$ cat src/rtl/edf_gw_pkg.sv
// Shared types and default sizing for the EDF interrupt gateway.
// Optional deadline-miss flags are enabled with EDF_GW_DL_MISS_EN.
package edf_gw_pkg;

  localparam int DefNrSrc    = 8;
  localparam int DefTsWidth  = 64;
  localparam int DefOffWidth = 32;

  typedef enum logic [1:0] {
    IDLE = 2'd0,
    PEND = 2'd1,
    ACT  = 2'd2
  } gw_state_e;

  typedef logic [DefTsWidth-1:0] deadline_t;

endpackage

$ cat src/rtl/edf_gateway_if.sv
// Bundle of IRQ, configuration, handshake and result signals of the gateway.
// dl_miss_o exists only when EDF_GW_DL_MISS_EN is defined.
interface edf_gateway_if
  import edf_gw_pkg::*;
#(
  parameter int NrSrc    = DefNrSrc,
  parameter int TsWidth  = DefTsWidth,
  parameter int OffWidth = DefOffWidth
);

  localparam int IdxW = $clog2(NrSrc);

  logic [NrSrc-1:0]         irq_i;
  logic [NrSrc-1:0]         edge_i;
  logic [NrSrc-1:0]         ie_i;
  logic                     off_we_i;
  logic [IdxW-1:0]          off_idx_i;
  logic [OffWidth-1:0]      off_wdata_i;
  logic                     claim_i;
  logic [IdxW-1:0]          claim_idx_i;
  logic                     complete_i;
  logic [IdxW-1:0]          complete_idx_i;
  logic [NrSrc-1:0]         ip_o;
  logic [NrSrc-1:0]         act_o;
  logic [NrSrc*TsWidth-1:0] dl_o;
  logic [2*NrSrc-1:0]       state_dbg;
`ifdef EDF_GW_DL_MISS_EN
  logic [NrSrc-1:0]         dl_miss_o;
`endif

  // Strobes (off_we_i, claim_i, complete_i) are single-cycle commands, sampled
  // on each rising clk edge; there is no backpressure in either direction.
  modport slave (
    input  irq_i, edge_i, ie_i, off_we_i, off_idx_i, off_wdata_i,
    input  claim_i, claim_idx_i, complete_i, complete_idx_i,
    output ip_o, act_o, dl_o, state_dbg
`ifdef EDF_GW_DL_MISS_EN
    , output dl_miss_o
`endif
  );

  modport master (
    output irq_i, edge_i, ie_i, off_we_i, off_idx_i, off_wdata_i,
    output claim_i, claim_idx_i, complete_i, complete_idx_i,
    input  ip_o, act_o, dl_o, state_dbg
`ifdef EDF_GW_DL_MISS_EN
    , input dl_miss_o
`endif
  );

endinterface

$ cat src/rtl/edf_gw_cell.sv
// One gateway source: trigger detect, IDLE/PEND/ACT FSM, offset and deadline.
// EDF_GW_DL_MISS_EN adds a sticky deadline-miss flag.
module edf_gw_cell
  import edf_gw_pkg::*;
#(
  parameter int TsWidth  = DefTsWidth,
  parameter int OffWidth = DefOffWidth
) (
  input  logic                clk,
  input  logic                rst_n,
  input  logic [TsWidth-1:0]  mtime,
  input  logic                irq,
  input  logic                edge_mode,
  input  logic                ie,
  input  logic                off_we,
  input  logic [OffWidth-1:0] off_wdata,
  input  logic                claim,
  input  logic                complete,
  output logic                ip,
  output logic                act,
  output logic [TsWidth-1:0]  dl,
  output gw_state_e           state
`ifdef EDF_GW_DL_MISS_EN
  ,
  output logic                dl_miss
`endif
);

  gw_state_e           state_q, state_d;
  logic                irq_prev_q;
  logic [OffWidth-1:0] offset_q;
  logic [TsWidth-1:0]  dl_q;
  logic                trig, req, capture;

  assign trig    = edge_mode ? (irq & ~irq_prev_q) : irq;
  assign req     = trig & ie;
  assign capture = (state_d == PEND) && (state_q != PEND);

  always_comb begin
    state_d = state_q;
    case (state_q)
      IDLE:    if (req) state_d = PEND;
      PEND:    if (claim && ie) state_d = ACT;
      ACT:     if (complete) state_d = req ? PEND : IDLE;
      default: state_d = IDLE;
    endcase
  end

  always_ff @(posedge clk) begin
    if (!rst_n) begin
      state_q    <= IDLE;
      irq_prev_q <= 1'b0;
      offset_q   <= '0;
      dl_q       <= '0;
    end else begin
      state_q    <= state_d;
      irq_prev_q <= irq;
      // Captured with the pre-write offset so a same-cycle write only affects later triggers.
      if (capture) dl_q <= mtime + TsWidth'(offset_q);
      if (off_we) offset_q <= off_wdata;
    end
  end

  assign ip    = (state_q == PEND) & ie;
  assign act   = (state_q == ACT);
  assign dl    = dl_q;
  assign state = state_q;

`ifdef EDF_GW_DL_MISS_EN
  logic                miss_q;
  logic [TsWidth-1:0]  slack;

  // Sign of the modular difference gives a wrap-safe "mtime has reached dl" test.
  assign slack = mtime - dl_q;

  always_ff @(posedge clk) begin
    if (!rst_n) begin
      miss_q <= 1'b0;
    end else if ((state_d == IDLE) || capture) begin
      miss_q <= 1'b0;
    end else if ((state_q != IDLE) && !slack[TsWidth-1]) begin
      miss_q <= 1'b1;
    end
  end

  assign dl_miss = miss_q;
`endif

endmodule

$ cat src/rtl/edf_gateway.sv
// EDF interrupt gateway top: decodes indexed strobes and replicates one cell per source.
// EDF_GW_DL_MISS_EN enables the per-source dl_miss_o output.
module edf_gateway
  import edf_gw_pkg::*;
#(
  parameter int NrSrc    = DefNrSrc,
  parameter int TsWidth  = DefTsWidth,
  parameter int OffWidth = DefOffWidth
) (
  input  logic          clk_i,
  input  logic          rst_ni,
  input  logic [63:0]   mtime_i,
  edf_gateway_if.slave  bus
);

  localparam int IdxW = $clog2(NrSrc);

  logic [NrSrc-1:0]         ip_v;
  logic [NrSrc-1:0]         act_v;
  logic [NrSrc*TsWidth-1:0] dl_v;
  logic [2*NrSrc-1:0]       st_v;
  logic [TsWidth-1:0]       mtime_ts;
`ifdef EDF_GW_DL_MISS_EN
  logic [NrSrc-1:0]         miss_v;
`endif

  assign mtime_ts = mtime_i[TsWidth-1:0];

  for (genvar i = 0; i < NrSrc; i++) begin : g_src
    logic      off_hit, claim_hit, complete_hit;
    gw_state_e cell_state;

    // Comparing against each legal index leaves out-of-range indices with no target.
    assign off_hit      = bus.off_we_i   && (bus.off_idx_i      == IdxW'(i));
    assign claim_hit    = bus.claim_i    && (bus.claim_idx_i    == IdxW'(i));
    assign complete_hit = bus.complete_i && (bus.complete_idx_i == IdxW'(i));

    edf_gw_cell #(
      .TsWidth  (TsWidth),
      .OffWidth (OffWidth)
    ) u_cell (
      .clk       (clk_i),
      .rst_n     (rst_ni),
      .mtime     (mtime_ts),
      .irq       (bus.irq_i[i]),
      .edge_mode (bus.edge_i[i]),
      .ie        (bus.ie_i[i]),
      .off_we    (off_hit),
      .off_wdata (bus.off_wdata_i),
      .claim     (claim_hit),
      .complete  (complete_hit),
      .ip        (ip_v[i]),
      .act       (act_v[i]),
      .dl        (dl_v[i*TsWidth +: TsWidth]),
      .state     (cell_state)
`ifdef EDF_GW_DL_MISS_EN
      ,
      .dl_miss   (miss_v[i])
`endif
    );

    assign st_v[2*i +: 2] = cell_state;
  end

  assign bus.ip_o      = ip_v;
  assign bus.act_o     = act_v;
  assign bus.dl_o      = dl_v;
  assign bus.state_dbg = st_v;
`ifdef EDF_GW_DL_MISS_EN
  assign bus.dl_miss_o = miss_v;
`endif

endmodule

$ cat src/flat_wrapper.sv
// flat-port wrapper written by rule: the top's interface ports become plain ports
module edf_gateway_flat import edf_gw_pkg::*;
#(
  parameter int NrSrc    = DefNrSrc,
  parameter int TsWidth  = DefTsWidth,
  parameter int OffWidth = DefOffWidth
)
  (clk_i, rst_ni, mtime_i, bus_irq_i, bus_edge_i, bus_ie_i, bus_off_we_i, bus_off_idx_i, bus_off_wdata_i, bus_claim_i, bus_claim_idx_i, bus_complete_i, bus_complete_idx_i, bus_ip_o, bus_act_o, bus_dl_o, bus_state_dbg);
  edf_gateway_if #(.NrSrc(NrSrc), .TsWidth(TsWidth), .OffWidth(OffWidth)) bus_i ();
  input  logic clk_i;
  input  logic rst_ni;
  input  logic [63:0] mtime_i;
  input wire logic [$bits(bus_i.irq_i)-1:0] bus_irq_i;
  input wire logic [$bits(bus_i.edge_i)-1:0] bus_edge_i;
  input wire logic [$bits(bus_i.ie_i)-1:0] bus_ie_i;
  input wire logic [$bits(bus_i.off_we_i)-1:0] bus_off_we_i;
  input wire logic [$bits(bus_i.off_idx_i)-1:0] bus_off_idx_i;
  input wire logic [$bits(bus_i.off_wdata_i)-1:0] bus_off_wdata_i;
  input wire logic [$bits(bus_i.claim_i)-1:0] bus_claim_i;
  input wire logic [$bits(bus_i.claim_idx_i)-1:0] bus_claim_idx_i;
  input wire logic [$bits(bus_i.complete_i)-1:0] bus_complete_i;
  input wire logic [$bits(bus_i.complete_idx_i)-1:0] bus_complete_idx_i;
  output wire logic [$bits(bus_i.ip_o)-1:0] bus_ip_o;
  output wire logic [$bits(bus_i.act_o)-1:0] bus_act_o;
  output wire logic [$bits(bus_i.dl_o)-1:0] bus_dl_o;
  output wire logic [$bits(bus_i.state_dbg)-1:0] bus_state_dbg;
  assign bus_i.irq_i = bus_irq_i;
  assign bus_i.edge_i = bus_edge_i;
  assign bus_i.ie_i = bus_ie_i;
  assign bus_i.off_we_i = bus_off_we_i;
  assign bus_i.off_idx_i = bus_off_idx_i;
  assign bus_i.off_wdata_i = bus_off_wdata_i;
  assign bus_i.claim_i = bus_claim_i;
  assign bus_i.claim_idx_i = bus_claim_idx_i;
  assign bus_i.complete_i = bus_complete_i;
  assign bus_i.complete_idx_i = bus_complete_idx_i;
  assign bus_ip_o = bus_i.ip_o;
  assign bus_act_o = bus_i.act_o;
  assign bus_dl_o = bus_i.dl_o;
  assign bus_state_dbg = bus_i.state_dbg;
  edf_gateway #(.NrSrc(NrSrc), .TsWidth(TsWidth), .OffWidth(OffWidth)) u_core (.clk_i(clk_i), .rst_ni(rst_ni), .mtime_i(mtime_i), .bus(bus_i));
endmodule
$ cat config.mk
export PLATFORM = sky130hd
export DESIGN_NAME = edf_gateway_flat
export DESIGN_NICKNAME = d
export VERILOG_FILES = /design/src/rtl/edf_gw_pkg.sv /design/src/rtl/edf_gateway_if.sv /design/src/rtl/edf_gw_cell.sv /design/src/rtl/edf_gateway.sv /design/src/flat_wrapper.sv
export SDC_FILE = /design/constraint.sdc
export NUM_CORES = 2
export LEC_CHECK = 0
export ABC_AREA = 1
export CORE_ASPECT_RATIO = 1.5
export CORE_MARGIN = 2
export CORE_UTILIZATION = 50
export DETAILED_ROUTE_END_ITERATION = 7
export PLACE_DENSITY = 0.8
export SYNTH_ARGS = -nofsm -noshare
export SYNTH_HDL_FRONTEND = slang
export SYNTH_SLANG_ARGS = --single-unit
$ cat constraint.sdc
create_clock -name clk_i -period 2.8 [get_ports clk_i]
set_input_delay 0.56 -clock clk_i [delete_from_list [all_inputs] [get_ports clk_i]]
set_output_delay 0.56 -clock clk_i [all_outputs]
set_load 0.01 [all_outputs]
Yosys cells after proc, flatten, opt, wreduce, memory -nomap -nowiden
Cells that the tools add are included.
- output and inout port bits: 544
- logic and storage cells: 224
- bits in registers: 792
- equal/unequal tests: 53
- mux-type cells: 48
- reduce and logical (&&, ||, !) cells: 51
- $add $sub $neg: 8
- bitwise gates (word level): 32
- operators by type and width (cell ; number):
    64-bit by 32-bit adder with 64-bit output ; 8
    2-bit two-way mux ; 24
    2-bit case mux with 3 select lines ; 8
    1-bit logical AND ; 40
    3-bit equality test, second input constant ; 12
    2-bit by 1-bit equality test with 1-bit output, second input constant ; 16
    1-bit bitwise AND ; 24
    3-bit by 2-bit equality test with 1-bit output, second input constant ; 6
    2-bit equality test, second input constant ; 8
    2-bit zero test ; 8
    1-bit two-way mux ; 16
    2-bit by 1-bit != test with 1-bit output, second input constant ; 8
    3-bit by 1-bit equality test with 1-bit output, second input constant ; 3
    3-bit zero test ; 3
    1-bit NOT ; 8

Longest topological paths before layout
- word-level depth: 9
- gate-level depth with buffers: 16
- depth with buffers taken out: 16

By module
From an unflattened synthesis, not the netlist that was laid out.
- cell total of the unflattened synthesis: 10892
- area, all modules: 61392.6 sq um
- modules (own cells, without submodules) (module ; area each (sq um) ; times used ; seq. area each (sq um) ; cells an instance):
    edf_gw_cell at u_core.g_src[1].u_cell ... ; 7633.6 ; 5 ; 1981.9 ; 1353
    edf_gw_cell at u_core.g_src[6].u_cell ... ; 7699.9 ; 2 ; 1981.9 ; 1363
    edf_gw_cell at u_core.g_src[0].u_cell ; 7633.6 ; 1 ; 1981.9 ; 1350
    edf_gateway ; 191.4 ; 1 ; 0.0 ; 51

Worst setup path after synthesis
Ideal clock, no wire load.
- kind: in2reg
- start point: in mtime_i[0]
- end point: reg u_core.g_src[4].u_cell.dl_q[52]
- arrival time: 2148 ps
- stages: 16
- buffers on the path: 0
- setup time: 109 ps
- data required time: 2691 ps
- path slack: 543 ps
- path through: ha_1 -> fa_1 -> nand3_1 -> nand3_1 -> nand2_1 -> nand2_1 -> nand2_1 -> nand2_1 -> nand2_1 -> nand2_1 -> nand2_1 -> nand2_1 -> nand2_1 -> nand3_1 -> nand2_1 -> inv_1
- word-level cells in the longest chain between the ends: 1
- RTL lines (item ; line ; text):
    start: declaration ; flat_wrapper.sv:12 ; input logic [63:0] mtime_i;
    64-bit by 32-bit adder with 64-bit output ; edf_gw_cell.sv:59 ; if (capture) dl_q <= mtime + TsWidth'(offset_q);
    end signal: assignment ; edf_gw_cell.sv:59 ;
    end: declaration ; edf_gw_cell.sv:32 ; logic [TsWidth-1:0] dl_q;
No other way between the ends.
A chain may end at the register's enable or synchronous reset.

Worst setup path in the final report
- start point: in mtime_i[24]
- end point: reg u_core.g_src[6].u_cell.dl_q[58]
- word-level cells in the longest chain between the ends: 1
- RTL lines (item ; line):
    64-bit by 32-bit adder with 64-bit output ; edf_gw_cell.sv:59
    end signal: assignment ; edf_gw_cell.sv:59
    end: declaration ; edf_gw_cell.sv:32
No other way between the ends.

==> summary.txt <==
STA
  – Relative slew slack: 0.294
  – Peak Freq: 0.356 GHz
  – Fin. Hold Viols: 0
  – Setup ws final: -0.0124 ns
  – Clock Skew: between 0.04 and 0.05 ns
  – Endpoints failing setup: 1
  – Worst Tran Pin Value: about 1.1 ns
  – Hold Slack: approximately 0.14 ns
  – Minimum clock period after layout: approximately 2.8 ns
  – Post-route clock period utilization: 1.00
  – Fin. max-slew vios: 0

CTS
  – Clock transition at path regs: 0.07 ns
  – Hold buffers post-CTS: 0
  – TritonCTS clock tree: yes
  – CTS H-tree lvls: 3
  – Root Buffer Master: clkbuf_16
  – Total CTS buffers: 85
  – Max clock buf depth: 3
  – Clock Sink Count: 792
  – Worst-skew pair later-pin latency: 0.74 ns

Setup path
  – Worst Setup EP: u_core.g_src[6].u_cell.dl[58]
  – Path depth of the worst reg2reg path: 13
  – Reg2Reg Setup Slack: ~0.25 ns
  – Critical path arrival: 3.45 ns
  – Worst setup EP type: flop
  – Crit path max-delay family: simple AND/OR/NAND/NOR gates
  – CP peak stage delay: between 0.5 and 0.6 ns
  – Required time worst endpoint: around 3.4 ns
  – Worst-path fanout max: 5
  – Highest-delay cell along the critical path: clkdlybuf4s50_1
  – Worst setup path category: in2reg
  – Critical R2R Launch: u_core.g_src[6].u_cell.offset_q[25]
  – Critical path buffers and inverters: 3
  – Crit path depth: 14
  – CP most frequent cell: nor2_1
  – CP Launch Point: mtime_i[24]
  – Crit start category: input pin
  – RR Endpoint: u_core.g_src[6].u_cell.dl[58]
  – Cells along the critical path: clkdlybuf4s50_1, buf_4, ha_2, nand2_1, nor2_1, inv_1, nor2_1, nor2_1, nand3_1, nand2_1, nand3_1, nand2_1, nor2_1, nor2_1

Floorplan
  – Total core area: about 110000 um^2
  – Die area: 118000 um^2
  – Die Span Y: between 400 and 500 um
  – DIE WIDTH: between 200 and 300 um
  – # IOs: slightly below 700
  – Row Count: roughly 150
  – Initial Util: 0.504

Global routing
  – Vias in the first global route: 67900
  – Overall Global Routing Usage: 0.505
  – Initial antenna violation count: 28
  – Largest net degree at the start of global routing: 130
  – GR Overflow Total: 0
  – First-pass GRT wire length: ~440000 um

Hold path
  – Min-Delay Path Class: in2reg
  – HP Start: rst_ni

Route
  – DRT iter0 DRCs: just under 9000
  – Drc violations: 7
  – Routed metal-1 wire length: around 110000 um
  – Max Used Layer: met5
  – Routed Antenna Nets: 0
  – Pre-antenna DRT Iters: 8
  – WL met2: approximately 120000 um
  – Final WL: 307000 um
  – DR WL/cell: roughly 23 um
  – Met3 WL post-DR: between 30000 and 40000 um
  – Vias per inst: around 5.4
  – DR vias: 74000

Yosys
  – EDFF count, synth: 0
  – Register area share after synthesis: 0.275
  – Synthesized area: 57700 um^2
  – Post-Synthesis Cells: between 10000 and 15000
  – Avg Cell Area, Syn: roughly 5.7 um^2
  – Ys async rst share: 0
  – Flops & latches, synth: roughly 790
  – Dominant synthesized flop cell: dfxtp_1
  – Synth warnings: 0
  – Synthesized net count: 10600
  – Post-synthesis cell type count: 47

Flow run
  – Max Cap Viol: 0

Power
  – PD cells: 425 nW/um^2
  – Pleak: approximately 44 nW
  – Worst IR Drop VDD: 0.497 mV

Cells and area
  – Share of post-route cells with drive strength above 1: 0.137
  – Final Non-Filler Cells: between 10000 and 15000
  – Area Overhead vs Synth: 37.9%
  – # nets final: about 12000
  – Final core utilization: 0.695

Placed design
  – GPL Wtd Cong: 1.15
  – Post-DP HPWL: 247000 um
  – Port bufs: 677
  – Placed cells: around 13000

Status
  – Status: finished with violations
  – Failing checks: design-rule violations, negative setup slack
[repair_timing]
action                                  in CTS  in global routing
endpoints found under the setup margin       1                118
buffers inserted                             0                  1
resized for setup                            1                 23
[where the power goes]
group / internal [mW] / switching (mW) / total, mW / leakage [nW]
Sequential: 12.0 / 0.581 / 12.5 / 6.49
Combinational: 3.68 / 5.18 / 8.86 / 36.4
Clock: 6.93 / 5.46 / 12.4 / 1.43
[through the flow]
step	total power [mW]	setup TNS, ns	setup slack, ns	cell area, um^2
finish	33.8	-0.0124	-0.0124	79500
global route	34.7	-0.0930	-0.0472	79500
CTS	33.4	0	0.00393	79400
detailed placement	21.2	-175.36	-0.742	76400
global placement	21.1	-158.51	-0.644	76400
floorplan	16.3	0	0.543	57700
[synth_stat cells (6+ instances only)]
master    instances  area, um^2
nand3_1         638        3190
and2_1           11        68.8
o21ai_1          20         100
xnor2_1          25         219
o211ai_1          6        45.0
a221oi_1          7        61.3
o21ai_0         610        3050
dfxtp_1         792       15900
nor2_2           13        81.3
buf_1            34         128
nand2_2           8        50.1
clkbuf_2         31         155
buf_4            31         233
a21oi_1         267        1340
inv_1          1668        6260
a31o_2           12         105
nor2_1         2104        7900
buf_2            76         380
ha_1            256        3200
clkbuf_1        177         664
nor3_1           88         440
nand4_1          15        93.8
inv_2            37         139
nand2_1        2993       11200
nand3_2           7        70.1
fa_1              8         160
o21bai_1         21         158
xor2_1          199        1740
[worst min-delay path by stage]
stage | endpoint | cells after the start
after floorplan | u_core.g_src[7].u_cell.offset_q[1] | 2
after global routing | u_core.g_src[6].u_cell.irq_prev_q | 3
final | u_core.g_src[6].u_cell.irq_prev_q | 3
after detailed placement | u_core.g_src[5].u_cell.state[0] | 1
after global placement | u_core.g_src[6].u_cell.dl[4] | 2
after CTS | u_core.g_src[6].u_cell.irq_prev_q | 3
[cell families (layout without fill, tap and decap cells)]
kind of cell               Yosys count  in the layout  synth area share
AOI/OAI and AO/OA                  957            957            0.0860
xor gates and xnor gates           224            224            0.0340
adders and majority gates          264            264            0.0583
buffers and inverters             2067           3903             0.140
DFF                                792            792             0.275
other                                0             23                 0
and+or+nand+nor                   5902           5902             0.407
[worst register-to-register path: stages (launching register included)]
cell and delay, ns:
dfxtp_1 0.31, ha_1 0.34, buf_4 0.16, nand2_1 0.08, nor2_1 0.16, inv_1 0.12, nor2_1 0.27, nor2_1 0.11
nand3_1 0.33, nand2_1 0.16, nand3_1 0.10, nand2_1 0.05, nor2_1 0.19, nor2_1 0.06
[state kept, by name, indices dropped and copies added, names as in the netlist]
name and flops:
u_core.g_src.u_cell.dl 512, u_core.g_src.u_cell.offset_q 256, u_core.g_src.u_cell.state 16, u_core.g_src.u_cell.irq_prev_q 8
[per-layer routing]
layer  up-vias  GRT usage
met2      4922      0.731
li1      34600          -
met1     33100      0.589
met4        18      0.479
met3      1426      0.153
met5         -          0
[cells in the final DEF (no fill, tap or decap), types with 8 or more instances in the layout]
master	n
ha_1	255
clkbuf_8	15
nand4_1	15
o21ai_0	609
buf_12	115
buf_4	1243
inv_1	1664
a31o_2	12
clkinvlp_4	9
dfxtp_1	792
nand3_1	635
clkinv_4	10
clkbuf_1	10
xor2_1	199
clkdlybuf4s50_1	675
diode_2	23
xnor2_1	25
a21oi_1	266
nor2_1	2092
nand3_2	10
inv_2	38
nor3_1	88
nand2_2	20
bufinv_16	8
clkbuf_16	88
clkinv_2	13
o21bai_1	21
nor2_2	24
nand2_1	2981
and2_1	10
o21ai_1	21
[layout make-up]
class	instances	area [um^2]
Antenna cell	23	57.6
Clock buffer	113	2450
Clock inverter	42	500
Fill cell	10200	35000
Inverter	1713	6450
Multi-Input combinational cell	7347	33900
Sequential cell	792	15900
Tap cell	1540	1930
Timing Repair Buffer	2035	18400
(Power assumes the default switching activity.)
